File: src/rtl/chip8_pkg.sv
// Shared types and helpers for the CHIP-8 timing blocks.
//   TIMER_W        width of the delay/sound timer registers
//   chip8_timer_t  one CHIP-8 countdown timer value
//   timer_next()   next-value rule for a countdown timer
package chip8_pkg;

  localparam int unsigned TIMER_W = 8;

  typedef logic [TIMER_W-1:0] chip8_timer_t;

  // A load beats a coincident tick; the decrement stops at zero instead of wrapping.
  function automatic chip8_timer_t timer_next(
    input logic         we,
    input chip8_timer_t data,
    input logic         tick,
    input chip8_timer_t cur
  );
    chip8_timer_t nxt;
    nxt = cur;
    if (we) begin
      nxt = data;
    end else if (tick && (cur != '0)) begin
      nxt = cur - TIMER_W'(1);
    end
    return nxt;
  endfunction

endpackage

File: src/rtl/chip8_pulse_div.sv
// Clock divider with a registered one-cycle terminal pulse.
//   clk_in     system clock
//   rst_n_in   asynchronous active-low reset; clears count and pulse
//   en_in      count enable; the count holds while low
//   force_in   requests a pulse next cycle without touching the count
//   pulse_out  high for one cycle after every DIV enabled cycles
module chip8_pulse_div
  import chip8_pkg::*;
#(
  parameter int unsigned DIV = 2
) (
  input  logic clk_in,
  input  logic rst_n_in,
  input  logic en_in,
  input  logic force_in,
  output logic pulse_out
);

  localparam int unsigned CNT_W = (DIV > 1) ? $clog2(DIV) : 1;
  localparam logic [CNT_W-1:0] CNT_LAST = CNT_W'(DIV - 1);

  if (DIV < 2) begin : g_div_chk
    $error("chip8_pulse_div: DIV must be at least 2");
  end

  logic [CNT_W-1:0] cnt_q;
  logic [CNT_W-1:0] cnt_d;
  logic             term_c;
  logic             pulse_d;

  // Next count and pulse; the count only moves while enabled.
  always_comb begin
    cnt_d   = cnt_q;
    term_c  = en_in && (cnt_q == CNT_LAST);
    if (en_in) begin
      cnt_d = term_c ? '0 : cnt_q + CNT_W'(1);
    end
    pulse_d = term_c || force_in;
  end

  always_ff @(posedge clk_in or negedge rst_n_in) begin
    if (!rst_n_in) begin
      cnt_q     <= '0;
      pulse_out <= 1'b0;
    end else begin
      cnt_q     <= cnt_d;
      pulse_out <= pulse_d;
    end
  end

endmodule

File: src/rtl/chip8_tick_timer.sv
// Timing source for chip8_processor: instruction strobe, 60 Hz-style timer
// tick, and the CHIP-8 delay (DT) and sound (ST) timer registers.
// Optional feature macro: CHIP8_STEP_EN (single-step strobes while halted).
//   clk_in          system clock
//   rst_n_in        asynchronous active-low reset
//   active_in       run enable; both dividers hold while low
//   step_in         single-step request (used only with CHIP8_STEP_EN)
//   dt_we_in/dt_data_in  delay timer load
//   st_we_in/st_data_in  sound timer load
//   chip8_clk_out   one-cycle instruction strobe
//   timer_tick_out  one-cycle tick; DT/ST step down at the end of this cycle
//   dt_out/st_out   current timer values
//   sound_on_out    high while ST is non-zero
module chip8_tick_timer
  import chip8_pkg::*;
#(
  parameter int unsigned CLK_HZ   = 100_000_000,
  parameter int unsigned INSTR_HZ = 700,
  parameter int unsigned TIMER_HZ = 60
) (
  input  logic               clk_in,
  input  logic               rst_n_in,
  input  logic               active_in,
  input  logic               step_in,
  input  logic               dt_we_in,
  input  logic [TIMER_W-1:0] dt_data_in,
  input  logic               st_we_in,
  input  logic [TIMER_W-1:0] st_data_in,
  output logic               chip8_clk_out,
  output logic               timer_tick_out,
  output logic [TIMER_W-1:0] dt_out,
  output logic [TIMER_W-1:0] st_out,
  output logic               sound_on_out
);

  localparam int unsigned I_DIV = CLK_HZ / INSTR_HZ;
  localparam int unsigned T_DIV = CLK_HZ / TIMER_HZ;

  if (I_DIV < 2) begin : g_i_div_chk
    $error("chip8_tick_timer: CLK_HZ/INSTR_HZ must be at least 2");
  end
  if (T_DIV < 2) begin : g_t_div_chk
    $error("chip8_tick_timer: CLK_HZ/TIMER_HZ must be at least 2");
  end

  // Single-step strobe request; only honoured while the dividers are halted.
  logic step_c;
`ifdef CHIP8_STEP_EN
  assign step_c = step_in & ~active_in;
`else
  logic unused_step;
  assign unused_step = step_in;
  assign step_c      = 1'b0;
`endif

  chip8_pulse_div #(
    .DIV (I_DIV)
  ) u_instr_div (
    .clk_in    (clk_in),
    .rst_n_in  (rst_n_in),
    .en_in     (active_in),
    .force_in  (step_c),
    .pulse_out (chip8_clk_out)
  );

  // Stepping never advances the timer divider.
  chip8_pulse_div #(
    .DIV (T_DIV)
  ) u_timer_div (
    .clk_in    (clk_in),
    .rst_n_in  (rst_n_in),
    .en_in     (active_in),
    .force_in  (1'b0),
    .pulse_out (timer_tick_out)
  );

  chip8_timer_t dt_q;
  chip8_timer_t st_q;
  chip8_timer_t dt_d;
  chip8_timer_t st_d;

  // DT and ST follow the same rule independently, sampling the registered tick.
  always_comb begin
    dt_d = timer_next(dt_we_in, dt_data_in, timer_tick_out, dt_q);
    st_d = timer_next(st_we_in, st_data_in, timer_tick_out, st_q);
  end

  always_ff @(posedge clk_in or negedge rst_n_in) begin
    if (!rst_n_in) begin
      dt_q <= '0;
      st_q <= '0;
    end else begin
      dt_q <= dt_d;
      st_q <= st_d;
    end
  end

  assign dt_out       = dt_q;
  assign st_out       = st_q;
  // Decoded straight from the ST flops, so it only changes on a clock edge or reset.
  assign sound_on_out = (st_q != '0);

endmodule

File: config.mk
export PLATFORM = sky130hd
export DESIGN_NAME = chip8_tick_timer
export DESIGN_NICKNAME = d
export VERILOG_FILES = /design/src/rtl/chip8_pkg.sv /design/src/rtl/chip8_pulse_div.sv /design/src/rtl/chip8_tick_timer.sv
export SDC_FILE = /design/constraint.sdc
export NUM_CORES = 1
export LEC_CHECK = 0
export ABC_AREA = 1
export CAP_MARGIN = 20
export CORE_ASPECT_RATIO = 1.75
export CORE_MARGIN = 2
export CORE_UTILIZATION = 40
export CTS_CLUSTER_DIAMETER = 30
export CTS_CLUSTER_SIZE = 16
export DETAILED_ROUTE_END_ITERATION = 10
export GPL_TIMING_DRIVEN = 0
export PLACE_DENSITY = 0.65
export RECOVER_POWER = 25
export SLEW_MARGIN = 0
export SYNTH_ARGS = -nofsm -noshare
export SYNTH_HDL_FRONTEND = slang
export SYNTH_SLANG_ARGS = --single-unit
File: constraint.sdc
create_clock -name clk_in -period 1.3 [get_ports clk_in]
set_input_delay 0.26 -clock clk_in [delete_from_list [all_inputs] [get_ports clk_in]]
set_output_delay 0.26 -clock clk_in [all_outputs]
set_load 0.02 [all_outputs]
After elaboration in Yosys (flattened, before gate mapping)
Cells that the tools add are included.
{ "word_totals": {"regBits": 57, "input_bits": 22, "out_inout_bits": 19, "elab_cells": 26} }
{ "classes": {"add_sub_neg": 4, "eq_ne": 2, "muxes": 6, "n_reduce_logical": 8} }
{ "op_table": {"columns": ["operator", "count"], "rows": [
  ["$mux W8", 4],
  ["$add A21 B1 Y21 const B", 1],
  ["$eq A21 B21 Y1 const B", 1],
  ["$mux W21", 1],
  ["$add A18 B1 Y18 const B", 1],
  ["$eq A18 B18 Y1 const B", 1],
  ["$mux W18", 1],
  ["$reduce_bool A8 Y1", 2],
  ["$sub A8 B1 Y8 const B", 2],
  ["$logic_and A1 B1 Y1", 4],
  ["$reduce_bool A2 Y1", 2]
]} }

Depth between registers and ports, before layout
{ "logic_depth": {"ltp_word": 4, "ltp_mapped": 10, "depth_no_buf": 10} }

Hierarchy
From an unflattened synthesis, not the netlist that was laid out.
{ "unflattened": {"cells_unflattened": 553, "hier_area_um2": 3818.7} }
{ "by_module_without_submodules": {"columns": ["module", "n_inst", "cells_each", "area_each_um2", "seq_area_each_um2"], "rows": [
  ["chip8_pulse_div at u_timer_div", 1, 213, 1435.1, 550.5],
  ["chip8_pulse_div at u_instr_div", 1, 169, 1219.9, 475.5],
  ["chip8_tick_timer", 1, 171, 1163.6, 400.4]
]} }

Least setup slack after synthesis
No wires, ideal clock.
{ "synth_timing": {"path_kind": "register to register", "start": "reg st_q[0] (netlist: st_out[0])", "end": "reg st_q[2] (netlist: st_out[2])", "setup_time_ns": 0.069, "arrival_time_ns": 1.514, "required_ns": 1.231, "path_slack_ns": -0.283, "path_stages_with_launch": 10, "n_path_buf": 0, "synth_period_minus_slack_ns": 1.583, "cell_sequence": "dfrtp_1 inv_1 ha_1 nand2_1 inv_1 nand2_1 nand2_2 nor2_2 o21ai_0 nand3_1"} }
{ "synth_between": {"elab_chain_len": 3, "elab_cells_between_ends": 6, "cone_classes": "add/sub (1); mux (2); reduce/logical (3)"} }
{ "synth_lines": {"columns": ["item", "line_no", "text"], "rows": [
  ["start: declaration", "chip8_tick_timer.sv:78", "chip8_timer_t st_q;"],
  ["start signal: assignment", "chip8_tick_timer.sv:94", "st_q <= st_d;"],
  ["$reduce_bool A8 Y1", null, null],
  ["named net sound_on_out", "chip8_tick_timer.sv:33", "output logic sound_on_out"],
  ["$logic_and A1 B1 Y1", "chip8_pkg.sv:22", "end else if (tick && (cur != '0)) begin"],
  ["$reduce_bool A2 Y1 (no source line)", null, null]
]} }
The timed path passes the listed nets, and every way through them passes these cells. The select of a mux whose other input is x is not followed.
A chain may end at the register's enable or synchronous reset.

Final worst setup path
{ "layout_timing": {"start": "reg st_q[0] (netlist: st_out[0])", "end": "out sound_on_out"} }
{ "layout_between": {"elab_chain_len": 1} }
{ "layout_lines": {"columns": ["item", "line_no", "text"], "rows": [
  ["$reduce_bool A8 Y1", "chip8_tick_timer.sv:101", "assign sound_on_out = (st_q != '0);"],
  ["end: declaration", "chip8_tick_timer.sv:33", null]
]} }
Every way passes these cells.

==> metrics.txt <==
CTS tree=built; flop2flop setup slack=-0.18 ns; Yosys reg bits=57; Final setup viols=52; worst reg2reg path startpoint=u_timer_div.cnt_q[1]; slew at the pin closest to its max-slew limit=~0.38 ns; I/O pins=41; routability cong.=just under 0.9; DRC violations left=0; M2 GR Usage=a little under two fifths; CTS sink count=57; crit path DAT=around 1.3 ns; routing usage on met1=between 20% and 30%; Rel. slew slack=about three quarters; slowest stage cell on the critical path=dfrtp_2; post-synth cell types=28; clk buf depth=2; fin area=between 5000 and 6000 µm²; fin. max-slew vios=0; initial antenna violation count=0; H-tree depth=3; Netlist Area Pre-Place=about 3500 µm²; first-pass GRT wire length=roughly 15 mm; CP peak stage delay=0.42 ns; PD cells=about 1400 nW/µm²; pre-CTS setup slack=-0.600 ns; clock slew at reported path FFs=roughly 0.05 ns; core area=between 8000 and 9000 µm²; Min Clock Period, post-route=1.51 ns; ant diodes=0; synth top area cells=dfrtp_1 41%, nand2_1 12%, inv_1 8.8%, nor2_1 6.4%, nand3_1 5.9%; sequential-to-total area share from yosys stat=about two fifths; vias=~3400; Die Y=around 130 µm; DIE AREA=~9400 µm²; Max Clk Rate=approximately 660 MHz; RSZ-0062 raised after global routing=true; via/cell ratio=around 5.0; Max Cap Viol=0; Hold Fails Final Rpt=0; ANT nets after route=0; Syn Area/Cell=between 7 and 8 µm²; WP data required=1.04 ns; Avg WL per Cell=about 14 µm; GR Util All Layers=between 10% and 20%; root buf cell=clkbuf_16; worst skew pair latency=0.32 ns; area leader, netlist=dfrtp_1; First-pass DRT Iterations=4; Reg2Reg Depth=7; crit path kind=reg2out; hold_ws=around 0.40 ns; crit-path cells=inv_2 -> ha_4 -> nand2_4 -> inv_4 -> nand2_4 -> buf_6; Initial DRC Count=120; die span in x=roughly 74 µm; Fillers=737; status=finished with violations; HPWL Detailed=6.08 mm; startpoint types=register; Yosys Warn Count=0; Rows=44; Tcrit/Tclk final=116%; violated checks=setup timing; share of cells above drive strength 1=about two fifths; # port buffers=39; maximum vdd drop=~0.84 mV; Initial Util=between 40 and 50%; Setup crit end kind=primary output; met3 usage=roughly 3.8%; clk_skew=approximately 0.0073 ns; pin count of the biggest net entering global routing=24; layout overhead on the synthesized area=48.2%; gate count of the mapped netlist=477; total power=7.17 mW; Yosys top cell area share=roughly 41%; WL final=between 9 and 10 mm; Finished Core Util=between 60% and 70%; placed cell areas=between 4000 and 5000 µm²; setup slack after layout=-0.213 ns; vias in the first global route=3418; FF-to-FF End=u_timer_div.cnt_q[1]; Final nets=approximately 590; CTS Buf Count=9; Hold WC Path Type=in2async; grt ovf=0; CP dominant cell by count=nand2_4; GR peak layer=met2; Pleak=2.51 nW; Net Count, Synth=about 510; Worst Path Max Fanout=3
-- repair_timing --
item | in CTS | in global routing
hold endpoints to repair | 14 | 0
cloned | 1 | 0
resized for setup | 122 | 110
hold buffers | 1 | 0
setup buffers | 19 | 15
endpoints found under the setup margin | 68 | 68
pin swaps | 40 | 44
-- cell usage after synthesis, drive strengths merged --
cell,count
inv,85
buf,2
o21ai,27
clkbuf,3
dfrtp,57
nor2,65
and2,1
ha,7
xor2,12
nor3,18
a21oi,10
nand4,17
nand2,120
and3,1
nand3,45
nand3b,5
or2,1
xnor2,1
-- state kept, by name, indices dropped and copies added (netlist names) --
signal,cells
st_out,8
u_timer_div.cnt_q,21
u_instr_div.cnt_q,18
u_timer_div.pulse_out,1
u_instr_div.pulse_out,1
dt_out,8
-- per-stage QoR --
stage | cells | setup TNS (ns)
finish | 682 | -3.30
global route | 682 | -10.91
CTS | 669 | -2.19
detailed placement | 633 | -21.66
global placement | 631 | -133.27
floorplan | 477 | 0
-- cell families after synthesis --
logic type / after synthesis / share of synthesized area [%]
compound gates: 37 / 5.36
flops: 57 / 41.3
fa+ha+maj: 7 / 2.53
xor+xnor: 13 / 3.29
simple gates: 273 / 37.4
buf+inv: 90 / 10.1
-- layout by cell type (no fill, tap or decap), drive strengths merged, types with 10 or more instances in the layout --
cell / netlist / layout
a21oi: 10 / 10
buf: 2 / 44
clkbuf: 3 / 22
clkdlybuf4s50: 0 / 18
dfrtp: 57 / 57
inv: 85 / 85
nand2: 120 / 120
nand3: 45 / 46
nand4: 17 / 17
nor2: 65 / 65
nor3: 18 / 18
o21ai: 27 / 27
xor2: 12 / 12
-- worst max-delay path: cells and delay by family, from the launching register on --
family,cells,cell delay [ns]
adders and majority gates,1,0.15
buffers and inverters,3,0.26
DFF,1,0.42
and+or+nand+nor,2,0.11
-- report_power, final --
| group | switching (mW) | leakage [nW] | internal (mW) |
|---|---|---|---|
| clock | 0.744 | 0.136 | 1.43 |
| sequential | 0.398 | 0.629 | 2.12 |
| combinational | 1.45 | 1.74 | 1.03 |
-- cell type report --
class | count | area, µm² | area share [%]
multi-input cells | 331 | 2230 | 43.6
flip-flops and latches | 57 | 1440 | 28.2
repair buffers | 74 | 658 | 12.9
inverters | 85 | 329 | 6.43
clock buffers | 15 | 278 | 5.42
well taps | 115 | 144 | 2.81
plain buffers | 5 | 37.5 | 0.733
-- worst max path at each step --
stage                     depth (start not counted)                     to  slack (ns)                  from
after detailed placement                          7   u_timer_div.cnt_q[1]       -0.60             active_in
after floorplan                                   9              st_out[2]       0.006             st_out[1]
final                                             6           sound_on_out       -0.21             st_out[0]
after global placement                            1              dt_out[1]       -2.18              rst_n_in
after CTS                                         5           sound_on_out       -0.26             st_out[2]
after global routing                              8  u_timer_div.cnt_q[16]       -0.28  u_timer_div.cnt_q[1]
-- routing by layer --
| layer | routed length (µm) | up-vias |
|---|---|---|
| met1 | 3500 | 1632 |
| met2 | 5160 | 78 |
| met3 | 280 | 22 |
| li1 | - | 1683 |
| met4 | 281 | 0 |
| met5 | 0 | - |
(Power assumes the default switching activity.)
